### src/rtl/pipeline_ctrl_pkg.sv
// Shared encodings for the pipeline controller: operand-forward selects and
// memory wait-state FSM states.
package pipeline_ctrl_pkg;

    localparam logic [1:0] FWD_REG = 2'b00;
    localparam logic [1:0] FWD_MEM = 2'b01;
    localparam logic [1:0] FWD_WB  = 2'b10;

    typedef enum logic [1:0] {
        MS_IDLE = 2'b00,
        MS_WAIT = 2'b01,
        MS_DONE = 2'b10
    } mem_state_e;

endpackage

### src/rtl/pipeline_ctrl_mem_wait.sv
// Memory wait-state FSM: stalls the pipeline for a fixed count per access or
// until the SRAM signals ready, depending on WAIT_MODE.
module mem_wait_fsm
    import pipeline_ctrl_pkg::*;
#(
    parameter int WAIT_MODE = 0,
    parameter int MEM_WAIT  = 4
) (
    input  logic clk,
    input  logic rst_n,
    input  logic mem_access,
    input  logic mem_ready,
    output logic mem_stall
);

    localparam int WCNT_W = (MEM_WAIT > 1) ? $clog2(MEM_WAIT) : 1;
    localparam int LOAD   = (MEM_WAIT > 0) ? (MEM_WAIT - 1) : 0;
    localparam logic [WCNT_W-1:0] CNT_LOAD = WCNT_W'(LOAD);
    localparam logic [WCNT_W-1:0] CNT_ONE  = WCNT_W'(1);
    localparam logic [WCNT_W-1:0] CNT_ZERO = WCNT_W'(0);

    mem_state_e        state_q, state_d;
    logic [WCNT_W-1:0] cnt_q, cnt_d;
    logic              stall_s;

    // State and wait-counter registers
    always_ff @(posedge clk or negedge rst_n) begin
        if (!rst_n) begin
            state_q <= MS_IDLE;
            cnt_q   <= CNT_ZERO;
        end else begin
            state_q <= state_d;
            cnt_q   <= cnt_d;
        end
    end

    // Next-state, counter and raw stall. The IDLE cycle that sees the access
    // already stalls, so the counter holds the remaining MEM_WAIT-1 cycles.
    always_comb begin
        state_d = state_q;
        cnt_d   = cnt_q;
        stall_s = 1'b0;
        if (WAIT_MODE == 0) begin
            if (MEM_WAIT == 0) begin
                state_d = MS_IDLE;
                cnt_d   = CNT_ZERO;
            end else begin
                case (state_q)
                    MS_IDLE: begin
                        if (mem_access) begin
                            stall_s = 1'b1;
                            if (LOAD == 0) begin
                                state_d = MS_DONE;
                            end else begin
                                state_d = MS_WAIT;
                                cnt_d   = CNT_LOAD;
                            end
                        end else begin
                            state_d = MS_IDLE;
                        end
                    end
                    MS_WAIT: begin
                        stall_s = 1'b1;
                        if (cnt_q <= CNT_ONE) begin
                            state_d = MS_DONE;
                            cnt_d   = CNT_ZERO;
                        end else begin
                            cnt_d = cnt_q - CNT_ONE;
                        end
                    end
                    MS_DONE: state_d = MS_IDLE;
                    default: state_d = MS_IDLE;
                endcase
            end
        end else begin
            case (state_q)
                MS_IDLE: begin
                    stall_s = mem_access & ~mem_ready;
                    if (mem_access && mem_ready) begin
                        state_d = MS_DONE;
                    end else if (mem_access) begin
                        state_d = MS_WAIT;
                    end else begin
                        state_d = MS_IDLE;
                    end
                end
                MS_WAIT: begin
                    stall_s = mem_access & ~mem_ready;
                    if (mem_ready) begin
                        state_d = MS_DONE;
                    end else begin
                        state_d = MS_WAIT;
                    end
                end
                MS_DONE: state_d = MS_IDLE;
                default: state_d = MS_IDLE;
            endcase
        end
    end

    // Reset drops the stall at once so an abandoned access never freezes the pipe
    assign mem_stall = rst_n & stall_s;

endmodule

### src/rtl/pipeline_ctrl.sv
// Central hazard, forwarding and stall controller for the 5-stage pipeline;
// all freeze/flush/NOP controls are resolved here in one priority mux.
module pipeline_ctrl
    import pipeline_ctrl_pkg::*;
#(
    parameter int REG_ADDR_W = 4,
    parameter int FWD_EN     = 1,
    parameter int WAIT_MODE  = 0,
    parameter int MEM_WAIT   = 4,
    parameter int CNT_W      = 16
) (
    input  logic                  clk,
    input  logic                  rst,
    input  logic                  fwd_mode,
    input  logic [REG_ADDR_W-1:0] id_src1,
    input  logic [REG_ADDR_W-1:0] id_src2,
    input  logic                  id_two_src,
    input  logic [REG_ADDR_W-1:0] exe_src1,
    input  logic [REG_ADDR_W-1:0] exe_src2,
    input  logic [REG_ADDR_W-1:0] exe_dest,
    input  logic                  exe_wb_en,
    input  logic                  exe_mem_r_en,
    input  logic [REG_ADDR_W-1:0] mem_dest,
    input  logic                  mem_wb_en,
    input  logic                  mem_r_en,
    input  logic                  mem_w_en,
    input  logic [REG_ADDR_W-1:0] wb_dest,
    input  logic                  wb_wb_en,
    input  logic                  mem_ready,
    input  logic                  branch_taken,
    output logic [1:0]            fwd_sel_a,
    output logic [1:0]            fwd_sel_b,
    output logic                  pc_freeze,
    output logic                  if_id_freeze,
    output logic                  if_id_flush,
    output logic                  id_ex_nop,
    output logic                  back_freeze,
    output logic                  mem_stall,
    output logic [CNT_W-1:0]      stall_count
);

    localparam logic FWD_PRESENT = (FWD_EN != 0);
    localparam logic [CNT_W-1:0] CNT_ONE = CNT_W'(1);

    logic             fwd_on_s;
    logic             hz_s;
    logic             id_hit_exe_s;
    logic             id_hit_mem_s;
    logic [CNT_W-1:0] stall_count_q, stall_count_d;

    mem_wait_fsm #(
        .WAIT_MODE (WAIT_MODE),
        .MEM_WAIT  (MEM_WAIT)
    ) u_mem_wait (
        .clk        (clk),
        .rst_n      (rst),
        .mem_access (mem_r_en | mem_w_en),
        .mem_ready  (mem_ready),
        .mem_stall  (mem_stall)
    );

    assign fwd_on_s = FWD_PRESENT & fwd_mode;

    // Operand forwarding: MEM wins over WB; a load in MEM has no ALU result yet
    always_comb begin
        fwd_sel_a = FWD_REG;
        fwd_sel_b = FWD_REG;
        if (fwd_on_s) begin
            if (mem_wb_en && !mem_r_en && (mem_dest == exe_src1)) begin
                fwd_sel_a = FWD_MEM;
            end else if (wb_wb_en && (wb_dest == exe_src1)) begin
                fwd_sel_a = FWD_WB;
            end else begin
                fwd_sel_a = FWD_REG;
            end
            if (mem_wb_en && !mem_r_en && (mem_dest == exe_src2)) begin
                fwd_sel_b = FWD_MEM;
            end else if (wb_wb_en && (wb_dest == exe_src2)) begin
                fwd_sel_b = FWD_WB;
            end else begin
                fwd_sel_b = FWD_REG;
            end
        end else begin
            fwd_sel_a = FWD_REG;
            fwd_sel_b = FWD_REG;
        end
    end

    // Data hazard: full RAW check without forwarding, load-use only with it
    always_comb begin
        id_hit_exe_s = (id_src1 == exe_dest) | (id_two_src & (id_src2 == exe_dest));
        id_hit_mem_s = (id_src1 == mem_dest) | (id_two_src & (id_src2 == mem_dest));
        if (fwd_on_s) begin
            hz_s = exe_mem_r_en & exe_wb_en & id_hit_exe_s;
        end else begin
            hz_s = (exe_wb_en & id_hit_exe_s) | (mem_wb_en & id_hit_mem_s);
        end
    end

    // Priority mux: memory wait > taken branch > data hazard
    always_comb begin
        pc_freeze    = 1'b0;
        if_id_freeze = 1'b0;
        if_id_flush  = 1'b0;
        id_ex_nop    = 1'b0;
        back_freeze  = 1'b0;
        if (mem_stall) begin
            pc_freeze    = 1'b1;
            if_id_freeze = 1'b1;
            back_freeze  = 1'b1;
        end else if (branch_taken) begin
            if_id_flush = 1'b1;
            id_ex_nop   = 1'b1;
        end else if (hz_s) begin
            pc_freeze    = 1'b1;
            if_id_freeze = 1'b1;
            id_ex_nop    = 1'b1;
        end else begin
            pc_freeze = 1'b0;
        end
    end

    // Saturating stall-cycle counter
    always_comb begin
        stall_count_d = stall_count_q;
        if ((mem_stall || hz_s || branch_taken) && (stall_count_q != {CNT_W{1'b1}})) begin
            stall_count_d = stall_count_q + CNT_ONE;
        end else begin
            stall_count_d = stall_count_q;
        end
    end

    // Stall counter register
    always_ff @(posedge clk or negedge rst) begin
        if (!rst) begin
            stall_count_q <= {CNT_W{1'b0}};
        end else begin
            stall_count_q <= stall_count_d;
        end
    end

    assign stall_count = stall_count_q;

endmodule

### config.mk
export PLATFORM = sky130hd
export DESIGN_NAME = pipeline_ctrl
export DESIGN_NICKNAME = d
export VERILOG_FILES = /design/src/rtl/pipeline_ctrl_pkg.sv /design/src/rtl/pipeline_ctrl_mem_wait.sv /design/src/rtl/pipeline_ctrl.sv
export SDC_FILE = /design/constraint.sdc
export NUM_CORES = 1
export LEC_CHECK = 0
export CORE_ASPECT_RATIO = 1.25
export CORE_MARGIN = 1
export CORE_UTILIZATION = 39
export DETAILED_ROUTE_END_ITERATION = 10
export GPL_ROUTABILITY_DRIVEN = 0
export PLACE_DENSITY = 0.79
export SETUP_SLACK_MARGIN = 0.02
export SLEW_MARGIN = 20
export SYNTH_ARGS = -nofsm -noshare
export SYNTH_HDL_FRONTEND = slang
export SYNTH_SLANG_ARGS = --single-unit
export TNS_END_PERCENT = 100
### constraint.sdc
create_clock -name clk -period 1.79 [get_ports clk]
set_clock_uncertainty 0.15 [all_clocks]
set_input_delay 0.2685 -clock clk [delete_from_list [all_inputs] [get_ports clk]]
set_output_delay 0.2685 -clock clk [all_outputs]
set_load 0.05 [all_outputs]
Yosys cells after proc, flatten, opt, wreduce, memory -nomap -nowiden
Cells that the tools add are included.
- register bits: 20
- input bits: 40
- output and inout bits: 26
- word-level logic and storage cells: 64
- add/sub/neg operators: 2
- order comparisons: 1
- equal/unequal tests: 12
- multiplexer cells: 23
- bitwise gates (word level): 11
- reduce and logical (&&, ||, !) cells: 12
- operators by type and width (operator ; count):
    == test 4 bit ; 8
    two-way mux 2 bit ; 9
    adder 16 x 1 -> 16 bit (second input constant) ; 1
    != test 16 bit (second input constant) ; 1
    two-way mux 1 bit ; 11
    one-hot mux 2 bit (2 select lines) ; 2
    AND 1 bit ; 7
    logical AND 1 bit ; 6
    != test 2 x 1 -> 1 bit (second input constant) ; 2
    OR 1 bit ; 4
    == test 2 x 1 -> 1 bit (second input constant) ; 1
    <= comparator 2 x 1 -> 1 bit (second input constant) ; 1
    logical NOT 2 bit ; 1
    logical OR 1 bit ; 2
    one-hot mux 1 bit (2 select lines) ; 1
    AND reduction 2 bit ; 1
    nonzero test 2 bit ; 1
    subtractor 2 x 1 -> 2 bit (second input constant) ; 1
    logical NOT 1 bit ; 1

Longest topological paths before layout
- depth after elaboration: 9
- mapped depth: 8
- gate-level depth less buffers: 6

Hierarchy
Synthesis repeated with hierarchy kept, for this count alone.
- cells, all modules: 160
- area, all modules: 1433.9 um^2
- modules (own cells, without submodules) (module ; instances ; cells an instance ; area an instance (um^2) ; seq. area each (um^2)):
    pipeline_ctrl ; 1 ; 143 ; 1262.5 ; 400.4
    mem_wait_fsm ; 1 ; 17 ; 171.4 ; 100.1

Least setup slack after synthesis
Ideal clock, no wire load.
- path kind: in2out
- start: in mem_dest[2]
- end: out pc_freeze
- data arrival time: 2.249 ns
- data required time: 1.371 ns
- path slack: -0.878 ns
- stages: 8
- buffers on the path: 3
- path through: buf_6 xnor2_1 nand3_1 nor4_2 nor3_4 buf_8 o21bai_1 buf_4
- longest elaborated chain between the ends: 9
- elaborated cells on any way between the ends: 10
- those cells by class: 2 x eq/ne; 4 x mux; 4 x bitwise
- RTL lines (element ; line ; source):
    start, declared ; pipeline_ctrl.sv:23 ; input logic [REG_ADDR_W-1:0] mem_dest,
    == test 4 bit ; pipeline_ctrl.sv:92 ; id_hit_mem_s = (id_src1 == mem_dest) | (id_two_src & (id_src2 == mem_dest));
    AND 1 bit ; pipeline_ctrl.sv:92 ;
    OR 1 bit * ; pipeline_ctrl.sv:92 ;
    AND 1 bit * ; pipeline_ctrl.sv:96 ; hz_s = (exe_wb_en & id_hit_exe_s) | (mem_wb_en & id_hit_mem_s);
    OR 1 bit * ; pipeline_ctrl.sv:96 ;
    two-way mux 1 bit * ; pipeline_ctrl.sv:93 ; if (fwd_on_s) begin
    two-way mux 1 bit * (3 in a row) ; -- ;
    end, declared ; pipeline_ctrl.sv:33 ; output logic pc_freeze,
Every way passes the cells marked *; elsewhere a longest branch is shown, timed or not.

Worst setup path in the final report
- start: in id_src2[2]
- end: out id_ex_nop
- longest elaborated chain between the ends: 9
- elaborated cells on any way between the ends: 14
- those cells by class: 2 x eq/ne; 4 x mux; 8 x bitwise
- RTL lines (element ; line ; source):
    start, declared ; pipeline_ctrl.sv:16 ; input logic [REG_ADDR_W-1:0] id_src2,
    == test 4 bit (on tied branches) ; pipeline_ctrl.sv:91, pipeline_ctrl.sv:92 ;
    AND 1 bit (on tied branches) ; pipeline_ctrl.sv:91, pipeline_ctrl.sv:92 ;
    OR 1 bit (on tied branches) ; pipeline_ctrl.sv:91, pipeline_ctrl.sv:92 ;
    AND 1 bit ; pipeline_ctrl.sv:96 ;
    OR 1 bit ; pipeline_ctrl.sv:96 ;
    two-way mux 1 bit * ; pipeline_ctrl.sv:93 ;
    two-way mux 1 bit * ; pipeline_ctrl.sv:114 ; end else if (hz_s) begin
    two-way mux 1 bit * ; pipeline_ctrl.sv:111 ; end else if (branch_taken) begin
    two-way mux 1 bit * ; pipeline_ctrl.sv:107 ; if (mem_stall) begin
    end, declared ; pipeline_ctrl.sv:36 ; output logic id_ex_nop,
Marks and branches as above.

==> impl_table.tex <==
\begin{tabular}{lr}
\hline
Metric & Value \\
\hline
\multicolumn{2}{l}{\textbf{Status}} \\
Outcome & finished with violations \\
Violations in the final reports & negative setup slack \\
\multicolumn{2}{l}{\textbf{Synthesis}} \\
Post-Synthesis Cells & 160 \\
Simple-Gate Fraction of Synth Area & 21.3\% \\
Share of Yosys cell area claimed by the top area cell type & 31.7\% \\
Top cell types by occurrence after synthesis & sky130\_fd\_sc\_hd\_\_xnor2\_1 (22), sky130\_fd\_sc\_hd\_\_dfrtp\_1 (20), sky130\_fd\_sc\_hd\_\_xor2\_1 (20) \\
EDFF count, synth & 0 \\
Syn Area/Cell & 9.85 um\^{}2 \\
Synthesized flop and latch total & 20 \\
Top\_reg\_cell synth & sky130\_fd\_sc\_hd\_\_dfrtp\_1 \\
Total standard cell area after synthesis & 0.00158 mm\^{}2 \\
Share of synthesized area occupied by flip-flops and latches & 31.7\% \\
Largest family of logic cells by synthesized area & XOR/XNOR gates \\
Nets in the synthesized netlist & 201 \\
Most used standard cell by instance count after synthesis & sky130\_fd\_sc\_hd\_\_xnor2\_1 \\
Arithmetic-cell share of the synthesized area counting full adders, half adders and majority gates & 0.794\% \\
Compound-cell area share of the yosys netlist & 13.5\% \\
Cell taking the most area after synthesis & sky130\_fd\_sc\_hd\_\_dfrtp\_1 \\
Xor-xnor portion of the synthesized cell area & 23.3\% \\
Portion of netlist area occupied by mux cells & 4.76\% \\
Dominant cells by area after synthesis & sky130\_fd\_sc\_hd\_\_dfrtp\_1 (32\%), sky130\_fd\_sc\_hd\_\_xnor2\_1 (12\%), sky130\_fd\_sc\_hd\_\_xor2\_1 (11\%) \\
Post-synthesis async set-or-reset flop share & 100\% \\
Count of different cell masters after synthesis & 39 \\
Number of synthesis warnings & 0 \\
\multicolumn{2}{l}{\textbf{Detailed routing}} \\
Via count & 2118 \\
Number of detailed-route iterations in the first pass & 4 \\
Final ANT Viol Nets & 0 \\
Routed WL & 9.80 mm \\
Number of vias per cell after detailed routing & 6.17 \\
DRC violation count after routing & 0 \\
Average routed wire per standard cell & 28.6 um \\
DRC marker count from the first detailed-route iteration & 143 \\
\multicolumn{2}{l}{\textbf{GRT}} \\
Maximum number of pins on one net before global-route repair & 21 \\
Grt met3 use & 5.85\% \\
Remaining global-route overflow & 0 \\
GR Util All Layers & 31.1\% \\
Number of antenna violations at the first check in global routing & 0 \\
Met2 global-route usage & 57.6\% \\
Via count of the first global-routing pass & 1999 \\
Most Crowded Layer GR & met2 \\
First-pass GRT wire length & 9.81 mm \\
Fraction of met1 tracks used by global routing & 32.0\% \\
\multicolumn{2}{l}{\textbf{Floorplanning}} \\
Horizontal extent of the die & 58.9 um \\
Initial core utilization & 41.3\% \\
Core region area & 0.00382 mm\^{}2 \\
Height of the die & 73.1 um \\
Number of rows created at floorplan & 25 \\
Total die area & 0.00430 mm\^{}2 \\
Num ports & 66 \\
\multicolumn{2}{l}{\textbf{CTS}} \\
Deepest level of the CTS H-tree & 1 \\
CTS clk-pin slew, worst paths & 0.08 ns \\
TritonCTS Sinks & 20 \\
Clock tree from TritonCTS & built \\
Clock tree buffer depth & 2 \\
Worst skew pair latency & 0.28 ns \\
Number of CTS-inserted buffers & 3 \\
CTS Root Cell & sky130\_fd\_sc\_hd\_\_clkbuf\_8 \\
\multicolumn{2}{l}{\textbf{STA}} \\
Post-route worst hold slack & 0.0179 ns \\
Slew Limit Fails & 0 \\
Final count of negative-setup-slack endpoints & 26 \\
Maximum operating frequency & 457 MHz \\
Minimum setup slack in the final design & -0.396 ns \\
Final Critical Period & 2.19 ns \\
RSZ-0062 raised after global routing & yes \\
Relative max-transition margin & 73.1\% \\
Period utilization & 122\% \\
Worst Max-Slew Pin Slew & 0.404 ns \\
Final-report hold violation count & 0 \\
\multicolumn{2}{l}{\textbf{Power and ir drop}} \\
Ratio of total power to cell area & 1180 mW/mm\^{}2 \\
Leakage Power & 1.51 nW \\
IR Drop Worst-Case VDD & 1280 uV \\
\multicolumn{2}{l}{\textbf{Critical path}} \\
CP Data Arrival Time & 1.77 ns \\
Slowest CP cell & sky130\_fd\_sc\_hd\_\_xnor2\_2 \\
Startpoint-to-endpoint class of the critical path & in -> out \\
Slowest cell delay on critical path & 0.31 ns \\
WP data required & 1.37 ns \\
Worst path most repeated cell & sky130\_fd\_sc\_hd\_\_buf\_6 \\
Crit-path cells & buf\_8 -> xnor2\_2 -> nand3\_2 -> nor4\_4 -> nor3\_4 -> buf\_6 -> a21oi\_4 -> buf\_6 \\
Biggest fanout along the worst timing path & 3 \\
Launching element type of the critical path & primary input \\
Critical Path Sink Type & output port \\
Sum of buffers and inverters on the critical path & 3 \\
Family of cells with the greatest summed delay on the critical path & simple AND/OR/NAND/NOR gates \\
\multicolumn{2}{l}{\textbf{Finish}} \\
Final std cell area, no fill & 0.00362 mm\^{}2 \\
P\&R area growth vs syn & 130\% \\
Number of diodes added for antenna fixing & 0 \\
Net count reported at finish & 331 \\
Share of layout cells above drive strength 1 & 74.7\% \\
\multicolumn{2}{l}{\textbf{Place}} \\
Dpl hpwl & 3.66 mm \\
Total placed instance area & 0.00281 mm\^{}2 \\
Worst setup slack before clock tree synthesis & -0.679 ns \\
Port-buffer cells & 64 \\
\multicolumn{2}{l}{\textbf{Hold path}} \\
Hold crit path type & in -> async \\
\multicolumn{2}{l}{\textbf{Flow run}} \\
\# Max-Cap Violations & 0 \\
\hline
\end{tabular}
[logic make-up (layout without fill, tap and decap cells)]
| kind of cell | Yosys count | in the layout |
|---|---|---|
| AOI/OAI and AO/OA | 24 | 24 |
| xor gates and xnor gates | 42 | 42 |
| adders and majority gates | 1 | 1 |
| buffers and inverters | 10 | 138 |
| DFF | 20 | 20 |
| muxes | 6 | 6 |
| and+or+nand+nor | 57 | 58 |
[layout make-up]
cell class	instances	area (um^2)
tap	54	67.6
multi-input combinational	131	1670
sequential	20	513
timing repair buffer	129	1280
fill	103	191
inverter	5	18.8
clock buffer	3	41.3
clock inverter	1	30.0
[layout by cell type (no fill, tap or decap), drive strengths merged, types with 3 or more instances in the layout]
master and instances:
nor4 6, xor2 20, nand4 3, buf 110, inv 5, a2111oi 3
nand2 11, a211oi 8, nor3 6, clkbuf 10, nand3 14, mux2 6
dfrtp 20, nor2 9, clkdlybuf4s15 6, a21oi 6, xnor2 22, dlygate4sd2 5
[timing repair]
item                       in CTS  in global routing
hold buffers                    0                  0
setup buffers                   8                 12
gates resized for setup       178                 78
pin swaps                      44                 45
gates cloned                    1                  0
setup endpoints to repair      26                 26
[where the power goes]
part | switching [mW] | internal [mW] | leakage [nW]
Sequential | 0.229 | 0.662 | 0.229
Combinational | 1.65 | 1.25 | 1.24
Clock | 0.183 | 0.300 | 0.0357
[per-stage QoR]
stage	utilization [%]	setup TNS, ns	cells	power [mW]
floorplan	-	-4.67	160	2.07
global placement	73.6	-12.20	320	3.03
detailed placement	73.6	-13.00	320	3.06
CTS	85.1	-0.549	332	3.69
global route	95.0	-8.40	343	4.35
finish	95.0	-6.49	343	4.28
[worst reg2reg max path, stage by stage (launching register included)]
cell	delay, ns
sky130_fd_sc_hd__dfrtp_2	0.42
sky130_fd_sc_hd__and3_4	0.20
sky130_fd_sc_hd__nand4_1	0.24
sky130_fd_sc_hd__nor3_4	0.07
sky130_fd_sc_hd__buf_12	0.15
sky130_fd_sc_hd__buf_6	0.12
sky130_fd_sc_hd__a2111oi_4	0.39
sky130_fd_sc_hd__xor2_1	0.21
[flip-flops by register name, indices dropped and copies added (netlist names)]
name / cells
stall_count: 16
u_mem_wait.cnt_q: 2
u_mem_wait.state_q: 2
[per-layer routing]
metal / up-vias / share of wire, % / wire (um)
li1: 824 / - / -
met4: 0 / 8.9 / 876
met5: - / 0 / 0
met3: 80 / 10 / 992
met2: 195 / 48 / 4730
met1: 1019 / 33 / 3210
[final timing paths]
kind / slack [ns] / to / start / cells past startpoint
min reg2reg: 0.39 / u_mem_wait.state_q[1] / u_mem_wait.cnt_q[1] / 1
max reg2reg: -0.25 / stall_count[10] / stall_count[3] / 7
max: -0.40 / id_ex_nop / id_src2[2] / 8
min in group clk: 0.39 / u_mem_wait.state_q[1] / u_mem_wait.cnt_q[1] / 1
max in group asynchronous: 1.23 / stall_count[1] / rst / 2
min: 0.02 / u_mem_wait.cnt_q[0] / rst / 2
(Power assumes the default switching activity.)
